File: config.mk
export PLATFORM = sky130hd
export DESIGN_NAME = mod_74x08_bist
export DESIGN_NICKNAME = d
export VERILOG_FILES = /design/src/rtl/mod_74x08_bist.sv
export SDC_FILE = /design/constraint.sdc
export NUM_CORES = 1
export LEC_CHECK = 0
export CAP_MARGIN = 20
export CORE_ASPECT_RATIO = 1.25
export CORE_UTILIZATION = 45
export DETAILED_ROUTE_END_ITERATION = 8
export PLACE_DENSITY = 0.67
export SLEW_MARGIN = 10
export SYNTH_ARGS = -nofsm -noshare
export SYNTH_HDL_FRONTEND = slang
export SYNTH_SLANG_ARGS = --single-unit
File: constraint.sdc
create_clock -name i_clk -period 1.9 [get_ports i_clk]
set_input_delay 0.38 -clock i_clk [delete_from_list [all_inputs] [get_ports i_clk]]
set_output_delay 0.38 -clock i_clk [all_outputs]
set_load 0.05 [all_outputs]
File: src/rtl/mod_74x08_bist.sv
// mod_74x08_bist: exhaustive truth-table BIST sequencer for one 74x08
// (quad 2-input AND). Walks 16 steps (4 gates x 4 vectors), samples Y
// after a programmable settle time, reports sticky per-output failures.
//
// Ports:
//   i_clk        system clock, rising edge
//   i_clr_n      asynchronous active-low reset
//   i_start      run request, honoured in IDLE or FINISH only
//   o_a, o_b     gate inputs driven to the 74x08 (bit n -> gate n+1)
//   i_y          gate outputs from the 74x08 (bit n <- gate n+1)
//   o_busy       walk in progress (APPLY/SETTLE/CHECK)
//   o_done       walk finished, held until next START or reset
//   o_pass       no mismatch seen; valid while o_done
//   o_fail_mask  sticky per-output mismatch flags
//   o_fail_step  step index of the first mismatch
module mod_74x08_bist #(
    parameter int unsigned SETTLE = 4
) (
    input  logic       i_clk,
    input  logic       i_clr_n,
    input  logic       i_start,
    output logic [3:0] o_a,
    output logic [3:0] o_b,
    input  logic [3:0] i_y,
    output logic       o_busy,
    output logic       o_done,
    output logic       o_pass,
    output logic [3:0] o_fail_mask,
    output logic [3:0] o_fail_step
);

    typedef enum logic [2:0] {
        S_IDLE,
        S_APPLY,
        S_SETTLE,
        S_CHECK,
        S_FINISH
    } state_t;

    localparam logic [7:0] SETTLE_CNT = 8'(SETTLE);

    state_t     r_state, w_state;
    logic [3:0] r_step, w_step;
    logic [7:0] r_cnt, w_cnt;
    logic [3:0] r_a, w_a;
    logic [3:0] r_b, w_b;
    logic       r_busy, w_busy;
    logic       r_done, w_done;
    logic       r_pass, w_pass;
    logic [3:0] r_mask, w_mask;
    logic [3:0] r_fstep, w_fstep;

    logic [3:0] w_exp;
    logic [3:0] w_mism;
    logic [3:0] w_mask_upd;
    logic [3:0] w_step_inc;

    // Vector map: v0=(1,1) v1=(0,1) v2=(1,0) v3=(0,0), so A is the
    // inverse of v[0] and B the inverse of v[1] on the selected gate.
    function automatic logic [3:0] vec_a(input logic [3:0] s);
        return s[0] ? 4'b0000 : (4'b0001 << s[3:2]);
    endfunction

    function automatic logic [3:0] vec_b(input logic [3:0] s);
        return s[1] ? 4'b0000 : (4'b0001 << s[3:2]);
    endfunction

    assign w_step_inc = r_step + 4'd1;
    assign w_mask_upd = r_mask | w_mism;

    // Only the selected gate under v0 may be high; every other output
    // must stay low, which also catches bridges between gates.
    always_comb begin
        w_exp = 4'b0000;
        if (r_step[1:0] == 2'd0) begin
            w_exp = 4'b0001 << r_step[3:2];
        end
    end

    // Case inequality so that X/Z on Y is reported as a mismatch.
    always_comb begin
        w_mism = 4'b0000;
        for (int n = 0; n < 4; n++) begin
            w_mism[n] = (i_y[n] !== w_exp[n]);
        end
    end

    always_ff @(posedge i_clk or negedge i_clr_n) begin
        if (!i_clr_n) begin
            r_state <= S_IDLE;
            r_step  <= 4'd0;
            r_cnt   <= 8'd0;
            r_a     <= 4'd0;
            r_b     <= 4'd0;
            r_busy  <= 1'b0;
            r_done  <= 1'b0;
            r_pass  <= 1'b0;
            r_mask  <= 4'd0;
            r_fstep <= 4'd0;
        end else begin
            r_state <= w_state;
            r_step  <= w_step;
            r_cnt   <= w_cnt;
            r_a     <= w_a;
            r_b     <= w_b;
            r_busy  <= w_busy;
            r_done  <= w_done;
            r_pass  <= w_pass;
            r_mask  <= w_mask;
            r_fstep <= w_fstep;
        end
    end

    always_comb begin
        w_state = r_state;
        w_step  = r_step;
        w_cnt   = r_cnt;
        w_a     = r_a;
        w_b     = r_b;
        w_busy  = r_busy;
        w_done  = r_done;
        w_pass  = r_pass;
        w_mask  = r_mask;
        w_fstep = r_fstep;
        unique case (r_state)
            S_IDLE, S_FINISH: begin
                if (i_start) begin
                    w_state = S_APPLY;
                    w_step  = 4'd0;
                    w_mask  = 4'd0;
                    w_fstep = 4'd0;
                    w_done  = 1'b0;
                    w_pass  = 1'b0;
                    w_busy  = 1'b1;
                    w_a     = vec_a(4'd0);
                    w_b     = vec_b(4'd0);
                end
            end
            S_APPLY: begin
                w_cnt = SETTLE_CNT;
                if (SETTLE_CNT != 8'd0) begin
                    w_state = S_SETTLE;
                end else begin
                    w_state = S_CHECK;
                end
            end
            S_SETTLE: begin
                // Counter holds the cycles still to spend here,
                // including the current one.
                w_cnt = r_cnt - 8'd1;
                if (r_cnt <= 8'd1) begin
                    w_state = S_CHECK;
                end
            end
            S_CHECK: begin
                w_mask = w_mask_upd;
                if ((r_mask == 4'd0) && (w_mism != 4'd0)) begin
                    w_fstep = r_step;
                end
                if (r_step == 4'd15) begin
                    w_state = S_FINISH;
                    w_busy  = 1'b0;
                    w_done  = 1'b1;
                    w_pass  = (w_mask_upd == 4'd0);
                    w_a     = 4'd0;
                    w_b     = 4'd0;
                end else begin
                    w_state = S_APPLY;
                    w_step  = w_step_inc;
                    w_a     = vec_a(w_step_inc);
                    w_b     = vec_b(w_step_inc);
                end
            end
            default: begin
                w_state = S_IDLE;
            end
        endcase
    end

    assign o_a         = r_a;
    assign o_b         = r_b;
    assign o_busy      = r_busy;
    assign o_done      = r_done;
    assign o_pass      = r_pass;
    assign o_fail_mask = r_mask;
    assign o_fail_step = r_fstep;

endmodule

# Word level (Yosys, flattened, before mapping)
# Index checks and enable logic that the tools add are counted.
# totals
elab_cells	71
register_bits	34
input_bits	7
output_inout_bits	19
# classes
n_lt_le_gt_ge	1
mux	27
eq_ne	14
shifts	2
n_bitwise	1
addsub	2
n_reduce_logical	14
# op_table
op	n
$pmux 4 s2	5
$mux 4	9
$pmux 8 s2	1
$pmux 3 s4	1
$ne 2x2->1 const B	5
$mux 3	3
$reduce_and 3->1	3
$le 8x1->1 const B	1
$logic_not 4->1	2
$shl 1x2->4 const A	2
$sub 8x1->8 const B	1
$eq 3x2->1 const B	2
$pmux 1 s2	3
$mux 1	5
$add 4x1->4 const B	1
$eq 4x4->1 const B	1
$nex 1x1->1	4
$or 4x4->4	1
$reduce_and 2->1	2
$reduce_bool 2->1	2
$reduce_bool 4->1	1
$eq 3x1->1 const B	1
$eq 3x3->1 const B	1
$logic_not 3->1	1
other kinds (3)	3

# Longest topological paths before layout
# Gate-level depths: netlist of the first run.
# depth
word_depth	7
mapped_depth	7
mapped_depth_nobuf	6

# Worst setup path before layout of the first run
# OpenSTA, ideal clock, no wires.
# synth_timing
path_kind	register to register
startpoint	register r_mask[2] (netlist: o_fail_mask[2])
endpoint	register r_fstep[0] (netlist: o_fail_step[0])
required_time_ns	1.766
setup_slack_ns	0.102
arrival_time_ns	1.664
path_stages_with_launch	5
cell_sequence	dfrtp_1 -> or4_4 -> a211oi_2 -> a22oi_2 -> mux2i_1
# synth_via
elab_chain_len	4
# synth_rtl
item	line_no	text
from (decl)	50	logic [3:0] r_mask, w_mask;
from (signal assigned)	109	r_mask <= w_mask;
$logic_not 4->1	157	if ((r_mask == 4'd0) && (w_mism != 4'd0)) begin
$logic_and 1x1->1	157	
$ne 2x2->1 (no line)	n/a	
$reduce_and 3->1 (no line)	n/a	
to (signal assigned)	110	r_fstep <= w_fstep;
to (decl)	51	logic [3:0] r_fstep, w_fstep;
# Every way passes these cells.
# A chain may end at the register's enable or synchronous reset.

# Worst setup path in the final report of the first run
# layout_timing
startpoint	register r_mask[1] (netlist: o_fail_mask[1])
endpoint	output o_fail_mask[1]
# layout_rtl
item	line_no	text
to (decl)	28	output logic [3:0] o_fail_mask,
# No word-level cell between the ends.

==> out/qor.csv, run 1 <==
stage,metric,value,unit
worst_setup_path,r2r_slack,0.16,ns
grt,grt_pass1_vias,1426,
grt,grt_max_degree,35,
drt,post_drt_wl_per_cell,13.31,µm
power,p_comb_share,52.2,%
worst_setup_path,crit_type,reg -> out,
placement,dp.cells,297,
die,die_area,4523,µm²
synth,syn_nets,218,
grt,grt_use_total,19.97,%
synth,synth-seq-cells,34,
worst_setup_path,worstPathMaxFanout,3,
final_layout,diodes,0,
placement,globalplace.congestion,0.7920,
worst_setup_path,cp-end-kind,primary output,
sta,period_needed,1.850,ns
sta,max_freq,540.6,MHz
drt,met2_length,2.035,mm
power,power_switching,1.576,mW
final_layout,fin_nets,260,
die,start_util,46.73,%
sta,setup_viol,0,
drt,drt-met1-wl,1.820,mm
run_status,status,completed,
clock_tree,clockRootBuffer,clkbuf_8,
clock_tree,cts_buffer_depth,2,
worst_setup_path,required,1.52,ns
final_layout,final_cells,305,
die,core_area,4099,µm²
power,p_leak,1.123,nW
drt,drt_wl_total,4.059,mm
power,sw_frac_of_total,44.83,%
die,io_pins,26,
drt,drt_iter0_drc,48,
die,num_rows,26,
synth,synth_top_area_share,44.42,%
synth,netlist_area,1916,µm²
final_layout,area_delta_synth_final,26.45,%
power,p_int,1.940,mW
synth,synthCells,206,
clock_tree,numCtsBuffers,5,
sta,report.final.slew_viol_count,0,
sta,tightest_slew,0.5045,ns
drt,ant_nets,0,
final_layout,fillers,400,
sta,fin_ws,0.05016,ns
worst_setup_path,startpoint_type,flop,
drt,wl_met3,130,µm
final_layout,final_cell_mix,"34 x dfrtp_1, 28 x nor2_1, 26 x buf_4, 25 x nand2_1, 19 x clkdlybuf4s50_1",
drt,vias_per_cell,5.223,
sta,final_hold_viol_count,0,
worst_setup_path,slowest_delay,0.81,ns
grt,antenna_found_initial,0,
worst_setup_path,cp.buffers_inverters,1,
power,ir_drop,0.9757,mV
worst_hold_path,hold_class,in -> async,
synth,yosys_warnings,0,
clock_tree,clk_pin_slew,0.07,ns
power,p_per_area,1451,nW/µm²
clock_tree,clock-sinks,34,
sta,clock_skew,0.005632,ns
power,p_seq_share,32.0,%
worst_setup_path,critPathSlowestCell,clkdlybuf4s50_1,
drt,routed.top_layer,met4,
final_layout,final_util,59.10,%
power,power,3.516,mW
worst_setup_path,arrival,1.47,ns
worst_setup_path,cp_cell_sequence,clkdlybuf4s50_1,
clock_tree,cts_setup_buffers,0,
clock_tree,cts_tree,yes,
worst_setup_path,crit_family,buffers and inverters,
sta,setup_tns,0,ns
die,die_w,60.36,µm
sta,maxSlewHeadroom,66.31,%
drt,drc,0,
clock_tree,htree_num_levels,2,
die,die-height,74.95,µm
drt,num_vias,1593,
synth,ys_types,43,
sta,fin_crit_sh,97.36,%
synth,seq_area_frac_synth,44.42,%
synth,synth_largest_area_cell,dfrtp_1,
placement,port_buffers,25,
flow_run,cap_violations,0,
placement,dp_hpwl,2.929,mm
power,p_clk_share,15.8,%
placement,pre_cts_ws,0.01751,ns
synth,netlist_top_cells_area,"dfrtp_1 44%, nor2_1 5.5%, nand2_1 4.9%",
drt,first_pass_iters,4,
final_layout,drive_above_1_share,16.87,%
synth,syn_area_per_cell,9.299,µm²
grt,grt_pass1_wl,6.603,mm
grt,grt_overflow,0,
clock_tree,clk_latency,0.29,ns
sta,rsz0062_at_grt,no,
final_layout,final_common_cell,dfrtp_1,
cells in the mapped netlist (all sizes together):
| cell | number |
|---|---|
| dfrtp | 34 |
| nor2 | 28 |
| nand2 | 25 |
| o21ai | 17 |
| inv | 10 |
| a21oi | 8 |
| a32o | 8 |
| mux2i | 8 |
| buf | 7 |
| ha | 5 |
| nand3 | 5 |
| clkbuf | 4 |
| nor3 | 4 |
| xnor2 | 4 |
| xor2 | 4 |
| a31oi | 3 |
| and3b | 3 |
| nor2b | 3 |
| nor3b | 3 |
| a211oi | 2 |
| a21o | 2 |
| a22o | 2 |
| a31o | 2 |
| a2111oi | 1 |
| a22oi | 1 |
| a311oi | 1 |
| a41oi | 1 |
| nand2b | 1 |
| nand3b | 1 |
| nand4 | 1 |
| o211ai | 1 |
| o21bai | 1 |
| o2bb2ai | 1 |
| o31ai | 1 |
| o41ai | 1 |
| or2 | 1 |
| or3b | 1 |
| or4 | 1 |
timing repair:
action                                  CTS  global route
gates resized for setup                   0             1
endpoints found under the setup margin    0             1
hold buffers                              0             0
stage by stage:
step                      area (µm²)  hold slack, ns
final                           2422          0.4963
after global routing            2422          0.5079
after CTS                       2420          0.4983
after detailed placement        2328          0.4838
after global placement          2328          0.4807
after floorplan                 1916         0.08441
logic make-up (layout without fill, tap and decap cells):
group                    Yosys count  count (layout)  synth area share, %
XOR/XNOR                           8               8                3.657
AO/OA/AOI/OAI                     53              53                19.92
multiplexers                       8               8                4.180
flip-flops                        34              34                44.42
adder cells (fa/ha/maj)            5               5                3.266
buffers and inverters             21              64                4.703
AND/OR/NAND/NOR                   77              77                19.86
worst paths after layout:
path                                 from             end  cells after the start
max                        o_fail_mask[1]  o_fail_mask[1]                      1
min                               i_clr_n  o_fail_mask[0]                      2
max reg2reg                     r_step[0]  o_fail_step[1]                      6
min reg2reg                        o_done          o_done                      2
max in group asynchronous         i_clr_n          o_a[2]                      2
min in group i_clk                 o_done          o_done                      2
area by class of cell:
| type | count | area (µm²) | share of cell area (%) |
|---|---|---|---|
| Multi-Input combinational cell | 151 | 974.7 | 40.24 |
| Tap cell | 56 | 70.07 | 2.893 |
| Timing Repair Buffer | 46 | 397.9 | 16.43 |
| Clock buffer | 7 | 86.33 | 3.564 |
| Clock inverter | 1 | 5.005 | 0.2066 |
| Sequential cell | 34 | 850.8 | 35.12 |
| Inverter | 10 | 37.54 | 1.550 |
power by group through the flow:
stage	registers (mW)	logic [mW]	clock network, mW
global route	1.15	2.03	0.597
CTS	1.12	1.86	0.569
detailed placement	1.14	1.85	0
floorplan	1.40	1.01	0
global placement	1.13	1.83	0
finish	1.13	1.83	0.556
sequential cells by signal, summed over array words and instances (netlist names):
name,cells
o_pass,1
o_b,4
o_done,1
r_cnt,8
o_fail_mask,4
r_state,3
o_a,4
o_fail_step,4
o_busy,1
r_step,4
layer usage:
| layer | up-vias | global-route usage [%] |
|---|---|---|
| met1 | 754 | 24.48 |
| met2 | 22 | 34.07 |
| li1 | 811 | - |
| met5 | - | 0 |
| met3 | 6 | 4.124 |
| met4 | 0 | 7.752 |
Power figures use the tool's default switching activity.
==> inputs of run 2 (changes only) <==
- CTS_CLUSTER_DIAMETER: unset -> 100
- PLACE_DENSITY: 0.67 -> 0.65
==> run 2 against run 1 <==
  * Fmax is 0.50% higher
  * Highest routed layer unchanged
  * Worst hold slack improved by 0.0044 ns
  * Cell count shrank 2.0%
  * Core utilization fell by 1.0 points
  * First-iteration DRC count is 71% higher
  * Global-route usage rose by 0.56 points
  * Sequential share of layout area rose by 0.61 points
==> out/qor.csv, run 2 (synthesized netlist as in run 1, its figures left out) <==
stage,metric,value,unit,change
grt,grt_pass1_vias,1541,,was 1426
grt,grt_max_degree,35,,unchanged
drt,num_vias,1622,,was 1593
final_layout,final_util,58.09,%,was 59.10%
worst_setup_path,startpoint,o_fail_mask[1],,unchanged
worst_setup_path,cp_cell_sequence,clkdlybuf4s50_1,,unchanged
worst_setup_path,r2r_slack,0.13,ns,was 0.16 ns
worst_setup_path,crit_type,reg -> out,,unchanged
final_layout,diodes,0,,unchanged
clock_tree,cts_setup_buffers,0,,unchanged
sta,period_needed,1.841,ns,was 1.850 ns
sta,report.final.slew_viol_count,0,,unchanged
final_layout,fillers,369,,was 400
worst_setup_path,required,1.52,ns,about the same
power,power,3.560,mW,was 3.516 mW
drt,drt_iter0_drc,82,,was 48
clock_tree,cts_resized,0,,unchanged
worst_setup_path,worstPathMaxFanout,3,,unchanged
worst_setup_path,startpoint_type,flop,,unchanged
final_layout,area_delta_synth_final,24.30,%,was 26.45%
worst_setup_path,r2r_cells,6,,unchanged
drt,post_drt_wl_per_cell,13.87,µm,was 13.31 µm
sta,fin_crit_sh,96.87,%,was 97.36%
grt,grt_use_total,20.53,%,was 19.97%
sta,tightest_slew,0.4999,ns,was 0.5045 ns
worst_setup_path,crit_family,buffers and inverters,,unchanged
placement,globalplace.congestion,0.7985,,was 0.7920
clock_tree,clockRootBuffer,clkbuf_8,,unchanged
sta,maxSlewHeadroom,66.57,%,was 66.31%
clock_tree,clk_pin_slew,0.07,ns,about the same
final_layout,final_cell_mix,"34 x dfrtp_1, 28 x nor2_1, 25 x nand2_1, 25 x buf_4, 16 x o21ai_0",,"was 34 x dfrtp_1, 28 x nor2_1, 26 x buf_4, 25 x nand2_1, 19 x clkdlybuf4s50_1"
die,die_w,60.36,µm,unchanged
clock_tree,clock-sinks,34,,unchanged
die,io_pins,26,,unchanged
clock_tree,htree_num_levels,2,,unchanged
power,p_leak,1.103,nW,was 1.123 nW
grt,grt_pass1_wl,6.900,mm,was 6.603 mm
final_layout,drive_above_1_share,17.28,%,was 16.87%
drt,drt_wl_total,4.146,mm,was 4.059 mm
final_layout,final_common_cell,dfrtp_1,,unchanged
die,die_area,4523,µm²,unchanged
power,ir_drop,0.7195,mV,was 0.9757 mV
drt,vias_per_cell,5.425,,was 5.223
worst_setup_path,arrival,1.46,ns,was 1.47 ns
die,die-height,74.95,µm,unchanged
worst_setup_path,slowest_delay,0.81,ns,about the same
worst_hold_path,hold_class,in -> async,,unchanged
grt,grt_overflow,0,,unchanged
flow_run,cap_violations,0,,unchanged
die,start_util,46.73,%,unchanged
die,core_area,4099,µm²,unchanged
worst_setup_path,r2r-end,o_b[2],,was o_fail_step[1]
sta,holdWs,0.5006,ns,was 0.4963 ns
clock_tree,numCtsBuffers,5,,unchanged
sta,max_freq,543.3,MHz,was 540.6 MHz
worst_setup_path,rr_startpoint,r_step[1],,was r_step[0]
final_layout,multiInputGateArea,974.7,µm²,unchanged
final_layout,regMostFlops,r_cnt,,unchanged
clock_tree,cts_buffer_depth,2,,unchanged
sta,setup_viol,0,,unchanged
final_layout,fin_nets,254,,was 260
placement,dp_hpwl,3.019,mm,was 2.929 mm
sta,clock_skew,0.008738,ns,was 0.005632 ns
worst_setup_path,cp-end-kind,primary output,,unchanged
sta,rsz0062_at_grt,no,,unchanged
final_layout,regArea,850.8,µm²,unchanged
power,p_per_area,1495,nW/µm²,was 1451 nW/µm²
run_status,status,completed,,unchanged
grt,antenna_found_initial,0,,unchanged
clock_tree,hold_buffers,0,,unchanged
drt,ant_nets,0,,unchanged
clock_tree,cts_tree,yes,,unchanged
clock_tree,clk_latency,0.28,ns,was 0.29 ns
die,num_rows,26,,unchanged
worst_setup_path,critPathSlowestCell,clkdlybuf4s50_1,,unchanged
drt,drc,0,,unchanged
worst_setup_path,cp.buffers_inverters,1,,unchanged
drt,first_pass_iters,4,,unchanged
sta,final_hold_viol_count,0,,unchanged
placement,port_buffers,25,,unchanged
final_layout,largest_reg_flops,8,,unchanged
-- run 2: changes by cell type in the layout (fill, tap and decap cells not counted), sizes merged --
cell,change
buf,-1
clkbuf,+1
clkdlybuf4s50,-4
clkinv,-1
dlymetal6s2s,-1
-- run 2: final cells by class --
class | count | area share, %
clock buffer | 8 | 4.624
inverter | 10 | 1.576
multi-input combinational | 151 | 40.94
sequential | 34 | 35.73
tap | 56 | 2.943
timing repair buffer | 40 | 14.19
-- run 2: worst max-delay path by stage --
stage | end | cells after the start
final | o_fail_mask[1] | 1
after global routing | o_fail_step[2] | 6
after CTS | o_fail_mask[1] | 1
after detailed placement | o_fail_step[1] | 5
after global placement | o_fail_step[3] | 5
after floorplan | o_fail_step[0] | 4
-- run 2: through the flow --
step | worst slack [ns] | setup TNS, ns | instances | area [µm²]
final | 0.05944 | 0 | 299 | 2381
after global routing | 0.007117 | 0 | 299 | 2381
after CTS | 0.04138 | 0 | 299 | 2381
after detailed placement | -0.03520 | -0.05806 | 291 | 2271
after global placement | 0.05431 | 0 | 291 | 2271
after floorplan | 0.1019 | 0 | 206 | 1916
-- run 2: metal layers --
metal,global-route usage [%],up-vias,wire (µm)
li1,-,799,-
met1,26.07,773,1858
met2,33.70,44,2057
met3,4.467,6,172
met4,8.269,0,57
met5,0,-,0
-- run 2: where the power goes --
part           internal, mW  switching (mW)
Clock                 0.366           0.251
Sequential            0.925           0.220
Combinational         0.684            1.11
==> inputs of run 3 (changes only) <==
- PLACE_DENSITY: 0.65 -> 0.67
==> results of run 3 <==
No change in the layout: final DEF, timing and power equal those of run 1.
